--- src/rtl/hazard_ctrl.sv ---
// hazard_ctrl: pipeline hazard and control-transfer sequencer.
// Stalls/flushes for taken branches, load-use, RET/RTI and interrupt entry.
module hazard_ctrl (
  input  logic       clk,
  input  logic       rst,
  input  logic [1:0] id_rs,
  input  logic [1:0] id_rt,
  input  logic       id_uses_rs,
  input  logic       id_uses_rt,
  input  logic       id_is_ret,
  input  logic [1:0] ex_rd,
  input  logic       ex_reg_write,
  input  logic       ex_mem_read,
  input  logic       ex_branch_taken,
  input  logic       irq,
  input  logic       int_enable,
  output logic       pc_stall,
  output logic       ifid_stall,
  output logic       ifid_flush,
  output logic       idex_flush,
  output logic       pc_load_ret,
  output logic       pc_load_vec,
  output logic       int_ack,
  output logic       busy
);

  typedef enum logic [1:0] {
    RUN      = 2'd0,
    RET_WAIT = 2'd1,
    INT_SEQ  = 2'd2
  } state_t;

  state_t     state;
  logic [1:0] cnt;
  logic       irq_pending;

  logic       load_use;
  logic       run;
  logic       in_seq;
  logic       seq_last;
  logic       take_br;
  logic       take_lu;
  logic       take_ret;
  logic       take_int;

  // load in EX whose destination feeds an operand read in ID
  always_comb begin
    load_use = ex_mem_read & ex_reg_write &
               ((id_uses_rs & (ex_rd == id_rs)) |
                (id_uses_rt & (ex_rd == id_rt)));
  end

  // mutually exclusive event selects; reset masks everything
  always_comb begin
    run      = ~rst & (state == RUN);
    in_seq   = ~rst & (state != RUN);
    seq_last = in_seq & (cnt <= 2'd1);
    take_br  = run & ex_branch_taken;
    take_lu  = run & ~ex_branch_taken & load_use;
    take_ret = run & ~ex_branch_taken & ~load_use & id_is_ret;
    take_int = run & ~ex_branch_taken & ~load_use & ~id_is_ret &
               irq_pending & int_enable;
  end

  // control output decode
  always_comb begin
    pc_stall    = 1'b0;
    ifid_stall  = 1'b0;
    ifid_flush  = 1'b0;
    idex_flush  = 1'b0;
    pc_load_ret = 1'b0;
    pc_load_vec = 1'b0;
    int_ack     = 1'b0;
    busy        = in_seq;
    unique case (1'b1)
      take_br: begin
        ifid_flush = 1'b1;
        idex_flush = 1'b1;
      end
      take_lu: begin
        pc_stall   = 1'b1;
        ifid_stall = 1'b1;
        idex_flush = 1'b1;
      end
      take_ret: begin
        pc_stall   = 1'b1;
        ifid_flush = 1'b1;
      end
      take_int: begin
        int_ack    = 1'b1;
        pc_stall   = 1'b1;
        ifid_flush = 1'b1;
        idex_flush = 1'b1;
      end
      in_seq: begin
        pc_stall    = 1'b1;
        ifid_stall  = 1'b1;
        ifid_flush  = 1'b1;
        idex_flush  = 1'b1;
        pc_load_ret = seq_last & (state == RET_WAIT);
        pc_load_vec = seq_last & (state == INT_SEQ);
      end
      default: ;
    endcase
  end

  // sequencer state, wait counter and interrupt latch
  always_ff @(posedge clk or posedge rst) begin
    if (rst) begin
      state       <= RUN;
      cnt         <= 2'd0;
      irq_pending <= 1'b0;
    end else begin
      irq_pending <= irq | (irq_pending & ~take_int);
      if (state == RUN) begin
        if (take_ret) begin
          state <= RET_WAIT;
          cnt   <= 2'd2;
        end else if (take_int) begin
          state <= INT_SEQ;
          cnt   <= 2'd2;
        end
      end else begin
        cnt <= cnt - 2'd1;
        if (cnt <= 2'd1) begin
          state <= RUN;
          cnt   <= 2'd0;
        end
      end
    end
  end

endmodule

--- config.mk ---
export PLATFORM = sky130hd
export DESIGN_NAME = hazard_ctrl
export DESIGN_NICKNAME = d
export VERILOG_FILES = /design/src/rtl/hazard_ctrl.sv
export SDC_FILE = /design/constraint.sdc
export NUM_CORES = 1
export LEC_CHECK = 0
export ABC_AREA = 1
export CORE_AREA = 2 2 39 41
export DETAILED_ROUTE_END_ITERATION = 8
export DIE_AREA = 0 0 41 43
export GPL_ROUTABILITY_DRIVEN = 0
export GPL_TIMING_DRIVEN = 0
export MAX_ROUTING_LAYER = met4
export PLACE_DENSITY = 0.7
export SKIP_LAST_GASP = 1
export SLEW_MARGIN = 20
export SYNTH_ARGS = -nofsm -noshare
export SYNTH_HDL_FRONTEND = slang
export SYNTH_SLANG_ARGS = --single-unit
--- constraint.sdc ---
create_clock -name clk -period 1.6 [get_ports clk]
set_input_delay 0.32 -clock clk [delete_from_list [all_inputs] [get_ports clk]]
set_output_delay 0.32 -clock clk [all_outputs]
set_load 0.03 [all_outputs]
[Word level (Yosys, flattened, before mapping)]
Index checks and enable logic that the tools add are counted.
Widths: inputs -> output; s select.
Storage, ports and cells
  register bits after elaboration: 5
  latch bits: 0
  bits in writable memories: 0
  ROM bits: 0
  word-level logic and storage cells: 57
  memories kept: 0
Cells by class
  add/sub/neg operators: 1
  multiply operators: 0
  div/mod/pow operators: 0
  magnitude comparators: 1
  equal/unequal tests: 5
  shifts and indexed selects: 0
  multiplexer cells: 14
  bitwise logic cells: 25
  reduce and logical (&&, ||, !) cells: 8
Operator list (count)
  $and 1x1->1: 18
  $mux 2: 7
  $reduce_or 4->1: 3
  $mux 1: 7
  $not 1->1: 5
  $eq 2x2->1: 2
  $reduce_bool 2->1: 2
  $ne 3x3->1 const B: 1
  $eq 2x1->1 const B: 1
  $eq 2x2->1 const B: 1
  $le 2x1->1 const B: 1
  $logic_not 2->1: 1
  $or 1x1->1: 2
  $reduce_and 2->1: 1
  $reduce_or 2->1: 1
  $sub 2x1->2 const B: 1

[Logic depth before layout (Yosys ltp)]
Gate-level depths: netlist of run 1.
  depth after elaboration: 12
  gate-level depth with buffers: 10

[Worst setup path before layout of run 1]
Ideal clock, no wire load.
  path kind: reg-to-output
  start: reg state[0]
  end: out idex_flush
  arrival: 1.305 ns
  required time: 1.280 ns
  setup slack: -0.025 ns
  cell stages (with the launch flop): 8
  buffers on the path: 0
  path through: dfrtp_1 > nor2_2 > inv_2 > nor3_4 > nand2_4 > nor2_4 > inv_2 > nand3_2
On the way
  word-level cells in the longest chain between the ends: 9
  elaborated cells on any way between the ends: 13
RTL lines
  from (decl): RTL line 33  | state_t state;
  from (signal assigned): RTL line 110  | state <= RUN;
  from (signal assigned): RTL line 117  | state <= RET_WAIT;
  from (signal assigned): RTL line 120  | state <= INT_SEQ;
  $logic_not 2->1: RTL line 55  | run = ~rst & (state == RUN);
  $and 1x1->1: RTL line 55
  $and 1x1->1: RTL line 59, 61
  $and 1x1->1 (3 in a row): RTL line 61  | take_int = run & ~ex_branch_taken & ~load_use & ~id_is_ret &
  $and 1x1->1: RTL line 62  | irq_pending & int_enable;
  $reduce_or 4->1 (no line) (*)
  $mux 1 (*): RTL line 75  | unique case (1'b1)
  to (decl): RTL line 20  | output logic idex_flush,
Every way passes the cells marked *; elsewhere a longest branch is shown, timed or not.

[Worst setup path after layout of run 1]
  start: reg state[0]
  end: out ifid_flush
On the way
  word-level cells in the longest chain between the ends: 9
  elaborated cells on any way between the ends: 13
RTL lines
  $logic_not 2->1: RTL line 55
  $and 1x1->1: RTL line 55
  $and 1x1->1 (2 in a row): RTL line 60, 61
  $and 1x1->1 (2 in a row): RTL line 61
  $and 1x1->1: RTL line 62
  $reduce_or 4->1 (no line) (*)
  $mux 1 (*): RTL line 75
  to (decl): RTL line 19  | output logic ifid_flush,
Marks and branches as above.

==> reports/metrics.json, run 1 <==
{
  "timing": {
    "finalWorstSetupSlack_ns": -0.281,
    "min_period_ns": 1.88,
    "finalCritPeriodShare": 1.18,
    "slew_viol_final": 0,
    "max_slew.worst_pin.slew_ns": 0.276,
    "setup-violations-final": 6,
    "rsz0062_at_grt": "yes",
    "fmaxAchievable_mhz": 532,
    "final-hold-violation-count": 0,
    "worst_slew_margin_rel": 0.816,
    "finClkSkew_ns": 0.00179
  },
  "floorplan": {
    "initial_core_util": 0.320,
    "top_level_ports": 24,
    "coreArea_um2": 1380,
    "die_height_um": 43,
    "die_x_um": 41,
    "placement_rows": 14,
    "dieArea_um2": 1760
  },
  "detailed_routing": {
    "dr.first_iter.drc_count": 1,
    "post-route-drc-count": 0,
    "vias_per_cell": 4.44,
    "route.final.wire_length_um": 1360,
    "drt_pre_antenna_iters": 4,
    "route.vias.total": 551,
    "routedWlPerCell_um": 11.0,
    "route.antenna.remaining_nets": 0
  },
  "global_routing": {
    "total_overflow_reported_by_the_global_router": 0,
    "maximum_number_of_pins_on_one_net_before_global_route_repair": 9,
    "via_count_of_the_first_global_routing_pass": 538,
    "grt_first_pass_wirelength_um": 1990,
    "number_of_antenna_violations_at_the_first_check_in_global_routing": 0,
    "global_route_usage_over_all_layers": 0.170
  },
  "clock_network": {
    "cts_tree": "yes",
    "clockBufferDepth": 2,
    "cts.sinks": 5,
    "worst_setup_hold_path_clk_slew_ns": 0.04,
    "insertion_delay_ns": 0.24,
    "htree_levels": 1,
    "cts_made_buffers": 3,
    "cts-hold-fix-buffers": 0,
    "root_buffer": "clkbuf_4"
  },
  "power_and_ir_drop": {
    "combinationalPowerShare": 0.544,
    "p_total_mw": 0.729,
    "static-leakage-power_nw": 0.563,
    "cellPowerDensity_nw_per_um2": 801,
    "net_switching_component_of_the_power_mw": 0.284,
    "portion_of_total_power_attributed_to_sequential_cells": 0.254,
    "sw_frac_of_total": 0.390,
    "clockPowerShare": 0.202,
    "internal-power_mw": 0.444,
    "vdd.ir_drop.worst_v": 0.000439
  },
  "finish": {
    "layout-drive-gt1-share": 0.454,
    "finish.net_count": 125,
    "synthToLayoutAreaGrowth_pct": 105,
    "insertedDiodeCount": 0,
    "fillCellCount": 125,
    "layout.cell_area.non_filler_um2": 910
  },
  "critical_path": {
    "timing.reg2reg.worst_path_depth": 9,
    "crit_type": "flip-flop to output pin",
    "worstSetupEndpointType": "output pin",
    "worstPathArrival_ns": 1.56,
    "slack_of_the_worst_reg_to_reg_path_ns": 0.15,
    "reg2reg_to": "cnt[0]",
    "critical_path.startpoint_type": "flip-flop",
    "worstPathMaxFanout": 3,
    "regToRegStartpoint": "state[0]",
    "cp.required_ns": 1.28
  },
  "placement": {
    "io_buffers": 23,
    "placed_wire_length_estimate_after_detailed_placement_um": 825,
    "instance_area_after_placement_um2": 693
  },
  "synth": {
    "netlist_instances": 66,
    "synth.ff_latch_count": 5,
    "postSynthAreaPerCell_um2": 6.71,
    "synth_cell_types": 21,
    "mappedNetlistNets": 82,
    "post_synth_instance_area_um2": 443,
    "synth-seq-area-share": 0.282,
    "yosys_warnings": 0
  },
  "run": {
    "cap_violations": 0
  },
  "run_status": {
    "run_status": "finished, violations left",
    "failed_checks": "negative setup slack"
  },
  "hold_path": {
    "worstHoldPathType": "input port to async pin"
  }
}
[repair_timing]
item / CTS / global route
gates cloned: 0 / 0
endpoints found under the hold margin: 0 / 0
setup buffers: 9 / 6
resized for setup: 55 / 25
pin swaps: 8 / 12
endpoints found under the setup margin: 8 / 7
[power groups by stage]
stage	registers (mW)	clock network (mW)	logic [mW]
floorplan	0.179	0	0.187
global placement	0.185	0	0.290
detailed placement	0.186	0	0.294
CTS	0.184	0.153	0.352
global route	0.191	0.165	0.430
finish	0.185	0.147	0.396
[per-stage QoR]
stage               instances   util  hold WS (ns)  setup WS [ns]  TNS [ns]
detailed placement        105  0.501         0.511         -0.958     -6.35
floorplan                  66      -         0.121        -0.0245   -0.0245
global placement          105  0.501         0.507         -0.940     -6.10
finish                    124  0.657         0.178         -0.281     -1.32
CTS                       118  0.585         0.172         -0.363     -1.53
global route              124  0.657         0.189         -0.375     -1.79
[routing by layer]
metal	vias up	wire length [um]	global-route usage
met2	18	758	0.291
met5	-	0	-
met4	0	7	0.0400
met3	2	78	0.0628
met1	248	516	0.174
li1	283	-	-
[cell usage in the layout (no fill, tap or decap), types with 2 or more instances in the layout]
cell type,instances
a21oi_2,2
buf_2,3
buf_4,13
buf_6,7
clkbuf_4,3
clkdlybuf4s50_1,5
dfrtp_1,5
dlygate4sd2_1,3
dlymetal6s2s_1,7
inv_1,15
inv_2,5
nand2_1,14
nand2_2,2
nand2_4,3
nand3_2,3
nand4_1,2
nor2_1,3
nor2_4,2
o21ai_2,2
[how the worst max path moves through the flow]
stage | start | to | slack, ns | cells after the start
global placement | ex_rd[0] | idex_flush | -0.94 | 11
floorplan | state[0] | idex_flush | -0.02 | 7
detailed placement | ex_rd[0] | idex_flush | -0.96 | 11
finish | state[0] | ifid_flush | -0.28 | 8
CTS | id_rt[0] | idex_flush | -0.36 | 10
global route | state[0] | idex_flush | -0.37 | 9
[cells in the mapped netlist (all sizes together)]
cell type  instances  area share
or2                1       0.014
nand3              5       0.068
dfrtp              5        0.28
o21bai             1       0.017
o21ai              3       0.042
a21oi              2       0.031
o211ai             1       0.028
inv               20        0.17
nor3               1       0.037
nand4              2       0.028
nor3b              1       0.017
nand2             19        0.20
nor2               5       0.065
[worst max-delay path, cell delays in order (launching register included)]
cell and delay (ns):
dfrtp_1 0.40, nor2_4 0.13, inv_2 0.06, nor3_4 0.19, buf_4 0.16, buf_6 0.09
o211ai_4 0.07, nand2_1 0.09, buf_6 0.13
[state kept, by name, summed over array words and instances, names as in the netlist]
name         count
cnt              2
state            2
irq_pending      1
[final cells by class]
class                           instances  area, um^2  area share
Clock buffer                            4        26.3      0.0289
Inverter                               20        75.1      0.0825
Multi-Input combinational cell         41         308       0.338
Sequential cell                         5         125       0.138
Tap cell                               16        20.0      0.0220
Timing Repair Buffer                   38         355       0.391
[logic make-up (layout without fill, tap and decap cells)]
family	after synthesis	in the layout	synth area share
buffers and inverters	20	62	0.169
AO/OA/AOI/OAI	7	7	0.119
AND/OR/NAND/NOR	34	34	0.429
flip-flops	5	5	0.282
Note: power is estimated with default switching activity, not from simulation.
==> run 2, diff against run 1 <==
==> constraint.sdc (replaced) <==
create_clock -name clk -period 2.25 [get_ports clk]
set_input_delay 0.45 -clock clk [delete_from_list [all_inputs] [get_ports clk]]
set_output_delay 0.45 -clock clk [all_outputs]
set_load 0.03 [all_outputs]
==> run 2 against run 1 <==
  * The run now ends clean
  * Hold slack better by 0.34 ns
  * Combinational power fell by 49%
  * Cell area is 20% lower
  * Die area unchanged
  * Sequential cell count unchanged
  * Sequential power down 29%
  * Clock power shrank 29%
  * Largest cell class is now multi-input gates
  * Largest power group unchanged
==> reports/metrics.json, run 2 (synthesis results as in run 1) <==
{
  "detailed_routing": {
    "routedWlPerCell_um": 9.42,
    "post-route-drc-count": 0,
    "dr.first_iter.drc_count": 2,
    "route.antenna.remaining_nets": 0,
    "route.final.wire_length_um": 1030,
    "drt_pre_antenna_iters": 3,
    "route.vias.total": 467,
    "vias_per_cell": 4.28
  },
  "placement": {
    "placement.setup.worst_slack_ns": -0.568,
    "instance_area_after_placement_um2": 693,
    "dp_cells": 105,
    "io_buffers": 23,
    "placed_wire_length_estimate_after_detailed_placement_um": 825
  },
  "timing": {
    "setup-violations-final": 0,
    "min_period_ns": 2.20,
    "rsz0062_at_grt": "yes",
    "worst_slew_margin_rel": 0.803,
    "totalNegativeSetupSlack_ns": 0,
    "finalWorstSetupSlack_ns": 0.0522,
    "finClkSkew_ns": 0.000850,
    "final.hold.worst_slack_ns": 0.518,
    "max_slew.worst_pin.slew_ns": 0.296,
    "fmaxAchievable_mhz": 455,
    "slew_viol_final": 0,
    "finalCritPeriodShare": 0.977,
    "final-hold-violation-count": 0
  },
  "clock_network": {
    "cts_setup_buffers": 0,
    "cts-hold-fix-buffers": 0,
    "cts_made_buffers": 3,
    "insertion_delay_ns": 0.24,
    "cts.sinks": 5,
    "cts_tree": "yes",
    "htree_levels": 1,
    "root_buffer": "clkbuf_4",
    "worst_setup_hold_path_clk_slew_ns": 0.04,
    "clockBufferDepth": 2
  },
  "global_routing": {
    "total_overflow_reported_by_the_global_router": 0,
    "via_count_of_the_first_global_routing_pass": 484,
    "maximum_number_of_pins_on_one_net_before_global_route_repair": 9,
    "global_route_usage_over_all_layers": 0.153,
    "grt_first_pass_wirelength_um": 1790,
    "number_of_antenna_violations_at_the_first_check_in_global_routing": 0
  },
  "critical_path": {
    "regToRegStartpoint": "state[0]",
    "cp.required_ns": 1.80,
    "critical_path.startpoint_type": "input port",
    "timing.critical_path.from": "id_uses_rt",
    "worstSetupEndpointType": "output pin",
    "crit_type": "input port to output pin",
    "worstPathArrival_ns": 1.75,
    "worstPathMaxFanout": 4
  },
  "finish": {
    "multiInputGateArea_um2": 253,
    "synthToLayoutAreaGrowth_pct": 64.7,
    "layout.cell_area.non_filler_um2": 729,
    "layout-drive-gt1-share": 0.258,
    "layout.cells.most_common_list": "inv_1 (16), nand2_1 (16), clkdlybuf4s50_1 (9)",
    "final_cells": 109,
    "layout.area.seq_um2": 125,
    "final_util": 0.527,
    "insertedDiodeCount": 0,
    "fillCellCount": 156,
    "reg_top3": "cnt: 2 flops, state: 2 flops, irq_pending: 1 flops",
    "finish.net_count": 110
  },
  "power_and_ir_drop": {
    "p_total_mw": 0.437,
    "vdd.ir_drop.worst_v": 0.000284,
    "cellPowerDensity_nw_per_um2": 599,
    "static-leakage-power_nw": 0.465
  },
  "run_status": {
    "run_status": "finished clean"
  },
  "floorplan": {
    "initial_core_util": 0.320,
    "die_height_um": 43,
    "coreArea_um2": 1380,
    "dieArea_um2": 1760,
    "top_level_ports": 24,
    "die_x_um": 41,
    "placement_rows": 14
  },
  "hold_path": {
    "worstHoldPathType": "input port to async pin"
  },
  "run": {
    "cap_violations": 0
  }
}
## run 2: critical path: stages
cell,delay [ns]
clkdlybuf4s50_1,0.45
inv_1,0.04
a21oi_1,0.15
nand3_2,0.08
nand2_2,0.10
nand2_4,0.07
o211ai_2,0.11
nand3_1,0.11
buf_4,0.18
## run 2: routing by layer
metal	GRT usage	wire, um	vias to the layer above
li1	-	-	252
met1	0.166	416	199
met2	0.247	541	16
met3	0.0628	69	0
met4	0.0400	0	0
met5	-	0	-
## run 2: timing repair
action | 4_1_cts | 5_1_grt
gates cloned | 0 | 0
resized for setup | 32 | 13
endpoints found under the setup margin | 8 | 5
pin swaps | 1 | 4
## run 2: path summary, 6_finish.rpt
path | slack [ns] | depth (start not counted) | to
worst max-delay path | 0.05 | 9 | pc_stall
worst min-delay path | 0.52 | 2 | cnt[1]
worst max register to register | 0.85 | 6 | cnt[0]
worst min register to register | 0.52 | 2 | cnt[0]
max in group asynchronous | 1.58 | 2 | state[1]
min in group clk | 0.52 | 2 | cnt[0]
## run 2: final cells by class
class                           instances  area share
Clock buffer                            4      0.0360
Inverter                               20       0.103
Tap cell                               16      0.0274
Sequential cell                         5       0.172
Timing Repair Buffer                   23       0.316
Multi-Input combinational cell         41       0.346
## run 2: power by group
part | internal [mW] | switching (mW) | leakage [nW]
clock | 0.0671 | 0.0373 | 0.0150
combinational | 0.0816 | 0.120 | 0.389
sequential | 0.114 | 0.0172 | 0.0616
